**config.mk**
```make
export PLATFORM = sky130hd
export DESIGN_NAME = timestep_sequencer
export DESIGN_NICKNAME = d
export VERILOG_FILES = /design/src/rtl/snn_pkg.sv /design/src/rtl/tick_divider.sv /design/src/rtl/timestep_sequencer.sv
export SDC_FILE = /design/constraint.sdc
export NUM_CORES = 1
export LEC_CHECK = 0
export ABC_AREA = 1
export BUFFER_PORTS_ARGS = -buffer_cell sky130_fd_sc_hd__buf_4
export CORE_MARGIN = 1.5
export CORE_UTILIZATION = 40
export CTS_CLUSTER_SIZE = 12
export DETAILED_ROUTE_END_ITERATION = 10
export GPL_TIMING_DRIVEN = 0
export PLACE_DENSITY = 0.64
export SYNTH_ARGS = -nofsm -noshare
export SYNTH_HDL_FRONTEND = slang
export SYNTH_HIERARCHICAL = 1
export SYNTH_SLANG_ARGS = --single-unit
```
**constraint.sdc**
```tcl
create_clock -name CLK -period 2.2 [get_ports CLK]
set_input_delay 0 -clock CLK [delete_from_list [all_inputs] [get_ports CLK]]
set_output_delay 0 -clock CLK [all_outputs]
set_load 0.005 [all_outputs]
```
**src/rtl/snn_pkg.sv**
```systemverilog
// Shared SNN core definitions: timestep sequencer states and default stamp width.
package snn_pkg;

  localparam int unsigned STAMP_W_DEF = 4;

  typedef enum logic [2:0] {
    S_WAIT  = 3'd0,
    S_DRAIN = 3'd1,
    S_ADV_E = 3'd2,
    S_ADV_N = 3'd3,
    S_LEAK  = 3'd4
  } seq_state_t;

endpackage

```
**src/rtl/tick_divider.sv**
```systemverilog
// Free-running divider: counts 0..TICK_DIV-1 and flags the wrap cycle on tick_c.
module tick_divider #(
  parameter int unsigned TICK_DIV = 250000,
  parameter int unsigned CNT_W    = 18
) (
  input  logic CLK,
  input  logic RST_N,
  input  logic clear,
  output logic tick_c
);

  localparam logic [CNT_W-1:0] CNT_LAST = CNT_W'(TICK_DIV - 1);

  logic [CNT_W-1:0] cnt;

  assign tick_c = (cnt == CNT_LAST);

  always_ff @(posedge CLK or negedge RST_N) begin
    if (!RST_N) begin
      cnt <= '0;
    end else if (clear || tick_c) begin
      cnt <= '0;
    end else begin
      cnt <= cnt + CNT_W'(1);
    end
  end

endmodule

```
**src/rtl/timestep_sequencer.sv**
```systemverilog
// Timestep controller: advances encoder and neuron stamps once encoding is done and
// the core has drained, optionally gated by a fixed-period tick and followed by a leak pass.
module timestep_sequencer
  import snn_pkg::*;
#(
  parameter int unsigned STAMP_W  = STAMP_W_DEF,
  parameter int unsigned N_GROUP  = 16,
  parameter int unsigned TICK_DIV = 250000,
  parameter int unsigned CNT_W    = 18
) (
  input  logic               CLK,
  input  logic               RST_N,
  input  logic               clear,
  input  logic               run_mode,
  input  logic               leak_en,
  input  logic               encode_finish,
  input  logic               fifo_empty,
  input  logic [N_GROUP-1:0] group_empty,
  input  logic               ctrl_idle,
  input  logic               leak_ack,
  output logic [STAMP_W-1:0] encode_stamp,
  output logic [STAMP_W-1:0] neuron_stamp,
  output logic               encode_event,
  output logic               tref_event,
  output logic               leak_req,
  output logic               busy,
  output logic               step_overrun
);

  seq_state_t state;
  seq_state_t state_nxt;
  logic       enc_cap;
  logic       tick_pend;
  logic       tick_c;
  logic       drain_ok;
  logic       enter_adv_e;

  tick_divider #(
    .TICK_DIV (TICK_DIV),
    .CNT_W    (CNT_W)
  ) u_tick_divider (
    .CLK    (CLK),
    .RST_N  (RST_N),
    .clear  (clear),
    .tick_c (tick_c)
  );

  // Next-state logic; enter_adv_e marks the single cycle that commits a step.
  always_comb begin
    state_nxt   = state;
    drain_ok    = fifo_empty & (&group_empty) & ctrl_idle;
    enter_adv_e = 1'b0;
    unique case (state)
      S_WAIT:  if (enc_cap && (!run_mode || tick_pend)) state_nxt = S_DRAIN;
      S_DRAIN: if (drain_ok) begin
        state_nxt   = S_ADV_E;
        enter_adv_e = 1'b1;
      end
      S_ADV_E: state_nxt = S_ADV_N;
      S_ADV_N: state_nxt = leak_en ? S_LEAK : S_WAIT;
      S_LEAK:  if (leak_ack) state_nxt = S_WAIT;
      default: state_nxt = S_WAIT;
    endcase
  end

  // State, capture flags and registered outputs; stamps move on the entry edges.
  always_ff @(posedge CLK or negedge RST_N) begin
    if (!RST_N) begin
      state        <= S_WAIT;
      enc_cap      <= 1'b0;
      tick_pend    <= 1'b0;
      encode_stamp <= '0;
      neuron_stamp <= '1;
      encode_event <= 1'b0;
      tref_event   <= 1'b0;
      leak_req     <= 1'b0;
      busy         <= 1'b0;
      step_overrun <= 1'b0;
    end else if (clear) begin
      state        <= S_WAIT;
      enc_cap      <= 1'b0;
      tick_pend    <= 1'b0;
      encode_stamp <= '0;
      neuron_stamp <= '1;
      encode_event <= 1'b0;
      tref_event   <= 1'b0;
      leak_req     <= 1'b0;
      busy         <= 1'b0;
      step_overrun <= 1'b0;
    end else begin
      state        <= state_nxt;
      // A capture coinciding with step entry survives for the following step.
      enc_cap      <= encode_finish | (enc_cap & ~enter_adv_e);
      tick_pend    <= tick_c | (tick_pend & ~(enter_adv_e & run_mode));
      if ((encode_finish & enc_cap & ~enter_adv_e) | (tick_c & tick_pend)) begin
        step_overrun <= 1'b1;
      end
      if (enter_adv_e) begin
        encode_stamp <= encode_stamp + STAMP_W'(1);
      end
      if (state == S_ADV_E) begin
        neuron_stamp <= neuron_stamp + STAMP_W'(1);
      end
      encode_event <= enter_adv_e;
      tref_event   <= enter_adv_e;
      leak_req     <= (state_nxt == S_LEAK);
      busy         <= (state_nxt != S_WAIT);
    end
  end

endmodule

```
==> results.py, run 1 <==
metrics = {
    "route": {
        "routedWlPerCell_um": 11.5,
        "wl_mm": 3.95,
        "via_count": 1664,
        "vias_per_cell": 4.85,
        "drtAntennaViolNets": 0,
        "drc": 0,
        "first_pass_iters": 4,
        "drt_iter0_drc": 109,
    },
    "power": {
        "p_sw_uw": 280,
        "seqPwrFrac": 0.550,
        "swShare": 0.233,
        "power.total_uw": 1200,
        "power_leakage_uw": 0.00107,
        "internal_power_uw": 923,
        "p_comb_frac": 0.082,
        "worst_ir_drop_vdd_mv": 0.388,
        "p_per_area_nw_per_um2": 507,
        "clockPowerShare": 0.369,
    },
    "timing": {
        "rsz0062_at_grt": "false",
        "finClkSkew_ps": 6.80,
        "worst_pin_slew_ps": 447,
        "slew_headroom": 0.702,
        "slew_viol_final": 0,
        "finalCritPeriodShare": 0.725,
        "hold_viol": 0,
        "setup_violations": 0,
        "period_minus_slack_ps": 1600,
        "totalNegativeSetupSlack_ps": 0,
        "fmax_mhz": 627,
    },
    "global_routing": {
        "grt_pass1_wl_mm": 6.96,
        "overflow": 0,
        "grt_use_total": 0.170,
        "grt_max_degree": 36,
        "grt_pass1_vias": 1600,
        "antenna_found_initial": 0,
    },
    "logic_synthesis": {
        "ys_types": 28,
        "ys_ff_latch": 35,
        "ys_seq_area_frac": 0.457,
        "syn_inst": 242,
        "syn_area_um2": 1930,
        "ys_warn_count": 6,
        "synth.avg_cell_area_um2": 7.96,
        "synth_fp_nets": 270,
    },
    "setup_path": {
        "end_kind": "flip-flop",
        "cp_data_arrival_time_ps": 1800,
        "cp_max_fo": 5,
        "crit_required_ps": 2410,
        "startpoint_type": "flip-flop",
        "path_class": "reg2reg",
    },
    "hold_path": {
        "hp-class": "in2reg",
    },
    "flow_run": {
        "timing.max_cap.violations": 0,
    },
    "cts": {
        "cts.clk_slew.worst_paths_ps": 70,
        "htree_num_levels": 2,
        "cts_root_buf": "clkbuf_8",
        "cts_tree": "done",
        "cts.sinks": 35,
        "cts_made_buffers": 5,
        "postCtsSetupRepairBufs": 0,
        "cts_buffer_depth": 2,
        "clkLatencyLatePin_ps": 280,
    },
    "cells_and_area": {
        "final_util": 0.506,
        "multi_input_area_um2": 915,
        "area_growth_pct": 23.2,
        "fillers": 469,
        "num_antenna_cells": 0,
        "register_area_um2": 881,
        "nets": 316,
        "drive_above_1_share": 0.235,
        "stdcell_count": 343,
    },
    "place": {
        "gp_congestion": 0.785,
        "port_buffers": 37,
        "dp_hpwl_mm": 2.99,
        "dp_cells": 333,
    },
    "status": {
        "status": "finished, final reports clean",
    },
    "floorplanning": {
        "dieHeight_um": 72.4,
        "core_area_um2": 4690,
        "io_pins": 38,
        "die_w_um": 72.4,
        "die_area_um2": 5240,
        "initial_core_util": 0.410,
        "rows": 25,
    },
}
-- registers in the layout, summed over array words and instances, names as in the netlist --
name	count
encode_stamp	4
u_tick_divider/cnt	18
enc_cap	1
tick_pend	1
state	3
busy	1
step_overrun	1
tref_event	1
leak_req	1
neuron_stamp	4
-- per-layer routing --
metal / vias up / track usage / wire length, um
li1: 865 / - / -
met1: 758 / 0.215 / 1800
met2: 39 / 0.289 / 1970
met3: 2 / 0.0431 / 161
met4: 0 / 0.0461 / 19
met5: - / 0 / 0
-- worst max-delay path, stage by stage, from the launching register on --
cell and delay (ps):
dfrtp_1 410, ha_1 230, nand3_1 150, nor4_1 450, a21oi_1 130, a21oi_1 150
-- placed cells by master, fill, tap and decap left out, types with 5 or more instances in the layout --
cell      instances
a21oi_1           9
buf_4            38
clkbuf_8          5
dfrtp_1          31
inv_1            20
nand2_1          60
nand3_1          17
nand4_1          11
nor2_1           43
o21ai_0           6
xor2_1            8
-- kinds of logic after synthesis --
| kind of cell | synth area share |
|---|---|
| simple gates | 0.355 |
| flops | 0.457 |
| buf+inv | 0.0676 |
| compound gates | 0.0546 |
| xor+xnor | 0.0455 |
| fa+ha+maj | 0.0195 |
-- cell type report --
class                           instances  area share
Multi-Input combinational cell        178       0.386
Sequential cell                        35       0.371
Timing Repair Buffer                   39       0.126
Inverter                               24      0.0380
Clock buffer                            7      0.0322
Tap cell                               54      0.0285
Buffer                                  5      0.0169
Clock inverter                          1     0.00211
-- metrics by stage --
step	setup WS (ps)	area, um^2	hold slack [ps]
2_1_floorplan	843	1930	-296
3_3_place_gp	617	2270	-13.4
3_5_place_dp	600	2270	-17.1
4_1_cts	588	2370	17.1
5_1_grt	525	2370	46.4
6_report	605	2370	25.6
-- timing repair --
item                      4_1_cts  5_1_grt
hold buffers                    2        0
hold endpoints to repair       32        0
gates resized for setup         0        0
-- synthesized netlist by cell type --
master    instances  share of area
o22ai_1           1         0.0033
inv_2             4         0.0078
nor2_2            3         0.0097
nand4_1          11          0.036
o21ai_2           1         0.0045
nand3b_1          1         0.0039
or2_0             2         0.0065
nand3_1          17          0.044
buf_6             2          0.012
ha_1              3          0.019
o21bai_1          2         0.0078
buf_4             1         0.0039
nor3_4            1         0.0084
buf_2             2         0.0052
a21oi_1           9          0.023
nand2_1          60           0.12
nor2_1           43          0.084
o21ai_0           6          0.016
xnor2_1           2         0.0091
dfstp_2           4          0.055
nor4_1            1         0.0033
xor2_1            8          0.036
dfrtp_1          31           0.40
inv_1            20          0.039
nand3_4           1         0.0091
nor3_2            2          0.010
nor2_4            2          0.012
nand2_4           2          0.012
-- worst paths after layout --
check,from,endpoint,slack [ps],depth (start not counted)
worst max-delay path,u_tick_divider/cnt[0],step_overrun,600,5
worst min-delay path,leak_ack,state[2],30,4
worst max register to register,u_tick_divider/cnt[0],step_overrun,600,5
worst min register to register,neuron_stamp[3],neuron_stamp[3],510,2
max in group asynchronous,RST_N,neuron_stamp[2],1640,2
min in group asynchronous,RST_N,u_tick_divider/cnt[6],210,2
-- power groups by stage --
stage	logic, uW	clock network (uW)	registers, uW
2_1_floorplan	39.0	0	672
3_3_place_gp	96.0	0	673
3_5_place_dp	97.4	0	673
4_1_cts	100	464	661
5_1_grt	112	489	662
6_report	98.1	444	662
(Power assumes the default switching activity.)
==> inputs of run 2 (changes only) <==
PLACE_DENSITY = 0.66   (was 0.64)
clock period = 1.45 ns   (was 2.2 ns; I/O delays follow)
==> run 2 against run 1 <==
Setup slack lost 510 ps. Count of clock-buffer cells in the layout is 1 higher. Combinational power rose by 66%. Power increased by 63%.
==> results.py, run 2 (synthesis gave the netlist of run 1 again) <==
metrics = {
    "setup_path": {
        "cp_data_arrival_time_ps": 1580,
        "startpoint_type": "flip-flop",
        "cp_max_fo": 5,
        "end_kind": "flip-flop",
        "path_class": "reg2reg",
        "crit_required_ps": 1670,
    },
    "timing": {
        "fmax_mhz": 736,
        "slew_viol_final": 0,
        "fin_ws_ps": 91.9,
        "rsz0062_at_grt": "true",
        "period_minus_slack_ps": 1360,
        "finalCritPeriodShare": 0.937,
        "finClkSkew_ps": 2.64,
        "setup_violations": 0,
        "finalHoldWorstSlack_ps": 23.1,
        "slew_headroom": 0.709,
        "totalNegativeSetupSlack_ps": 0,
        "worst_pin_slew_ps": 437,
        "hold_viol": 0,
    },
    "global_routing": {
        "grt_max_degree": 36,
        "overflow": 0,
        "grt_pass1_wl_mm": 6.67,
        "antenna_found_initial": 0,
        "grt_pass1_vias": 1489,
        "grt_use_total": 0.167,
    },
    "power": {
        "power_leakage_uw": 0.00112,
        "worst_ir_drop_vdd_mv": 0.468,
        "p_per_area_nw_per_um2": 793,
        "power.total_uw": 1960,
    },
    "route": {
        "drt_iter0_drc": 94,
        "routedWlPerCell_um": 11.3,
        "drc": 0,
        "first_pass_iters": 6,
        "wl_mm": 3.92,
        "vias_per_cell": 4.82,
        "via_count": 1671,
        "drtAntennaViolNets": 0,
    },
    "cts": {
        "cts.sinks": 35,
        "cts.clk_slew.worst_paths_ps": 70,
        "cts_made_buffers": 5,
        "cts_root_buf": "clkbuf_8",
        "cts_tree": "done",
        "clkLatencyLatePin_ps": 290,
        "cts_buffer_depth": 2,
        "htree_num_levels": 2,
    },
    "cells_and_area": {
        "nets": 320,
        "largest-register": "u_tick_divider/cnt",
        "num_antenna_cells": 0,
        "final_cell_mix": "59 x nand2_1, 42 x nor2_1, 41 x buf_4",
        "drive_above_1_share": 0.270,
        "stdcell_count": 347,
        "area_growth_pct": 28.5,
        "top_regs": "u_tick_divider/cnt x18, encode_stamp x4, neuron_stamp x4",
        "largest_register_ffs": 18,
        "final_common_cell": "nand2_1",
    },
    "floorplanning": {
        "dieHeight_um": 72.4,
        "die_area_um2": 5240,
        "die_w_um": 72.4,
        "rows": 25,
        "initial_core_util": 0.410,
        "core_area_um2": 4690,
        "io_pins": 38,
    },
    "place": {
        "gp_congestion": 0.763,
        "dp_hpwl_mm": 2.85,
        "port_buffers": 37,
        "place_ws_ps": -157,
        "dp_cells": 333,
    },
    "flow_run": {
        "timing.max_cap.violations": 0,
    },
    "hold_path": {
        "hp-class": "in2reg",
    },
    "status": {
        "status": "finished, final reports clean",
    },
}
run 2: cell types whose count changed in the layout (fill, tap and decap cells not counted), sizes merged:
cell	before	now
buf	42	45
clkbuf	7	8
clkinv	1	0
dlygate4sd3	2	3
run 2: cell type report:
| class | instances | area, um^2 |
|---|---|---|
| Timing Repair Buffer | 43 | 330 |
| Sequential cell | 35 | 881 |
| Multi-Input combinational cell | 178 | 962 |
| Inverter | 24 | 90.1 |
| Buffer | 5 | 43.8 |
| Fill cell | 448 | 2220 |
| Clock buffer | 8 | 100 |
| Tap cell | 54 | 67.6 |
run 2: worst max-delay path, cell delays in order (launching register included):
cell and delay (ps):
dfrtp_1 440, nor2_1 120, nand3_1 140, nor4_4 350
a21oi_1 110, a21oi_1 140
run 2: per-stage QoR:
stage,cell area [um^2],utilization
after floorplan,1930,-
after global placement,2270,0.484
after detailed placement,2270,0.484
after CTS,2430,0.518
after global routing,2470,0.527
final,2470,0.527
run 2: what timing repair did:
item,4_1_cts,5_1_grt
gates resized for setup,4,7
setup endpoints to repair,12,15
pin swaps,0,5
endpoints found under the hold margin,38,0
setup buffers,1,2
hold buffers,3,0
run 2: path summary, 6_finish.rpt:
| path | from | to | slack, ps | depth (start not counted) |
|---|---|---|---|---|
| max | u_tick_divider/cnt[6] | step_overrun | 90 | 5 |
| min | clear | u_tick_divider/cnt[11] | 20 | 4 |
| max reg2reg | u_tick_divider/cnt[6] | step_overrun | 90 | 5 |
| min reg2reg | neuron_stamp[3] | neuron_stamp[3] | 500 | 2 |
| max in group asynchronous | RST_N | neuron_stamp[2] | 920 | 2 |
| min in group asynchronous | RST_N | u_tick_divider/cnt[4] | 190 | 2 |
run 2: layer usage:
| metal | share of wire | GRT usage |
|---|---|---|
| met5 | 0 | 0 |
| met4 | 0.020 | 0.0755 |
| met3 | 0.028 | 0.0389 |
| met2 | 0.48 | 0.269 |
| met1 | 0.47 | 0.216 |
run 2: report_power, final:
| group | total [uW] | leakage (uW) | switching, uW | internal, uW |
|---|---|---|---|---|
| Sequential | 1010 | 0.000470 | 14.7 | 991 |
| Combinational | 163 | 0.000596 | 78.3 | 84.4 |
| Clock | 795 | 0.0000515 | 361 | 434 |
| Total | 1960 | 0.00112 | 454 | 1510 |
==> inputs of run 3 (changes only) <==
ABC_CLOCK_PERIOD_IN_PS = 1450   (was unset)
CORE_ASPECT_RATIO = 0.5   (was unset)
CORE_UTILIZATION = 30   (was 40)
PLACE_DENSITY = 0.53   (was 0.66)
==> run 3 against run 2 <==
Clock skew grew 0.87 ps. Non-clock buffer count is 1 lower. Global-route usage fell by 2.9 points. Sequential share of layout area decreased by 1.6 points. Critical path depth unchanged. Critical endpoint unchanged.
==> results.py, run 3 (synthesis gave the netlist of run 1 again) <==
metrics = {
    "timing": {
        "period_minus_slack_ps": 1410,
        "slew_headroom": 0.703,
        "finClkSkew_ps": 3.51,
        "setup_violations": 0,
        "worst_pin_slew_ps": 445,
        "hold_viol": 0,
        "finalCritPeriodShare": 0.971,
        "slew_viol_final": 0,
        "fmax_mhz": 711,
    },
    "setup_path": {
        "cp_num_buf_inv": 1,
        "worstReg2RegStart": "u_tick_divider/cnt[13]",
        "path_class": "reg2reg",
        "r2r_slack_ps": 40,
        "cp_max_fo": 5,
        "path_common_cell": "a21oi_1",
        "cp_data_arrival_time_ps": 1610,
        "crit_required_ps": 1650,
        "r2r_cells": 5,
        "slowest_stage": "dfrtp_2",
        "startpoint_type": "flip-flop",
        "crit_family": "simple AND/OR/NAND/NOR gates",
        "rr_endpoint": "step_overrun",
        "crit_chain": "inv_1 > nand4_1 > nor4_4 > a21oi_1 > a21oi_1",
        "end_kind": "flip-flop",
        "max_stage_delay_ps": 430,
    },
    "cells_and_area": {
        "num_antenna_cells": 0,
        "largest_register_ffs": 18,
        "final_common_cell": "nand2_1",
        "design_area_um2": 2590,
        "area_growth_pct": 34.8,
        "final_util": 0.423,
        "nets": 319,
        "final_cell_mix": "58 x nand2_1, 41 x buf_4, 40 x nor2_1",
        "top_regs": "u_tick_divider/cnt x18, encode_stamp x4, neuron_stamp x4",
        "drive_above_1_share": 0.284,
        "largest-register": "u_tick_divider/cnt",
    },
    "route": {
        "drtAntennaViolNets": 0,
        "routed.top_layer": "met4",
        "routedWlPerCell_um": 11.5,
        "wl_met2_mm": 2.11,
        "via_count": 1702,
        "vias_per_cell": 4.48,
        "drt_iter0_drc": 58,
        "wl_met1_mm": 2.10,
        "first_pass_iters": 4,
        "wl_mm": 4.38,
        "dr_wl_met3_um": 119,
        "drc": 0,
    },
    "cts": {
        "htree_num_levels": 2,
        "cts_tree": "done",
        "cts.clk_slew.worst_paths_ps": 50,
        "cts_made_buffers": 5,
        "cts_buffer_depth": 2,
        "cts_root_buf": "clkbuf_16",
        "clkLatencyLatePin_ps": 280,
        "cts.sinks": 35,
    },
    "floorplanning": {
        "dieHeight_um": 59.7,
        "die_w_um": 116,
        "core_area_um2": 6130,
        "rows": 20,
        "io_pins": 38,
        "initial_core_util": 0.314,
        "die_area_um2": 6940,
    },
    "hold_path": {
        "min-delay-start": "clear",
        "whs_endpoint": "u_tick_divider/cnt[6]",
        "worstHoldPathCells": 4,
        "hp-class": "in2reg",
    },
    "power": {
        "p_per_area_nw_per_um2": 982,
        "worst_ir_drop_vdd_mv": 0.434,
        "power.total_uw": 2550,
        "power_leakage_uw": 0.00115,
    },
    "global_routing": {
        "grt_max_degree": 36,
        "grt_pass1_vias": 1623,
        "overflow": 0,
        "grt_pass1_wl_mm": 7.31,
        "antenna_found_initial": 0,
        "grt_use_total": 0.138,
    },
    "place": {
        "gp_congestion": 0.787,
        "placed_cell_area_um2": 2310,
        "dp_hpwl_mm": 3.15,
        "port_buffers": 37,
    },
    "status": {
        "status": "finished, final reports clean",
    },
    "flow_run": {
        "timing.max_cap.violations": 0,
    },
}
[run 3: layout make-up]
cell class              instances  area, um^2
well taps                      88         110
multi-input cells             178         960
repair buffers                 42         320
clock buffers                   6         129
flip-flops and latches         35         882
fillers                       617        3540
plain buffers                   5        43.8
inverters                      24        90.1
clock inverters                 2        60.1
[run 3: where the power goes]
part           switching [uW]  internal, uW  total [uW]
Combinational            80.3          80.4         161
Clock                     397           985        1380
Sequential               11.9           992        1000
Total                     490          2060        2550
[run 3: per-stage QoR]
step	hold slack, ps	setup TNS, ps	setup slack [ps]	cells
3_5_place_dp	-15.3	-637	-163	367
6_report	20.3	0	42.7	380
5_1_grt	32.7	-5.37	-4.43	380
4_1_cts	28.2	0	24.8	378
2_1_floorplan	-296	0	93.2	242
3_3_place_gp	-18.6	-409	-127	367
[run 3: how the worst max path moves through the flow]
| stage | startpoint | end | slack, ps | depth (start not counted) |
|---|---|---|---|---|
| 2_1_floorplan | u_tick_divider/cnt[0] | step_overrun | 90 | 5 |
| 3_3_place_gp | u_tick_divider/cnt[0] | step_overrun | -130 | 5 |
| 3_5_place_dp | u_tick_divider/cnt[0] | step_overrun | -160 | 5 |
| 4_1_cts | u_tick_divider/cnt[9] | u_tick_divider/cnt[15] | 20 | 8 |
| 5_1_grt | u_tick_divider/cnt[13] | step_overrun | -4 | 5 |
| 6_report | u_tick_divider/cnt[13] | step_overrun | 40 | 5 |
[run 3: what timing repair did]
| item | 4_1_cts | 5_1_grt |
|---|---|---|
| pin swaps | 1 | 4 |
| endpoints found under the hold margin | 32 | 0 |
| hold buffers | 2 | 0 |
| buffers inserted | 1 | 2 |
| gates resized for setup | 2 | 13 |
| setup endpoints to repair | 14 | 15 |
[run 3: per-layer routing]
layer / up-vias / global-route usage
met5: - / 0
met4: 0 / 0.0488
met3: 7 / 0.0325
met2: 26 / 0.237
met1: 798 / 0.174
li1: 871 / -
[run 3: worst register-to-register path: stages (launching register included)]
cell	delay [ps]
dfrtp_2	430
inv_1	80
nand4_1	210
nor4_4	360
a21oi_1	120
a21oi_1	140
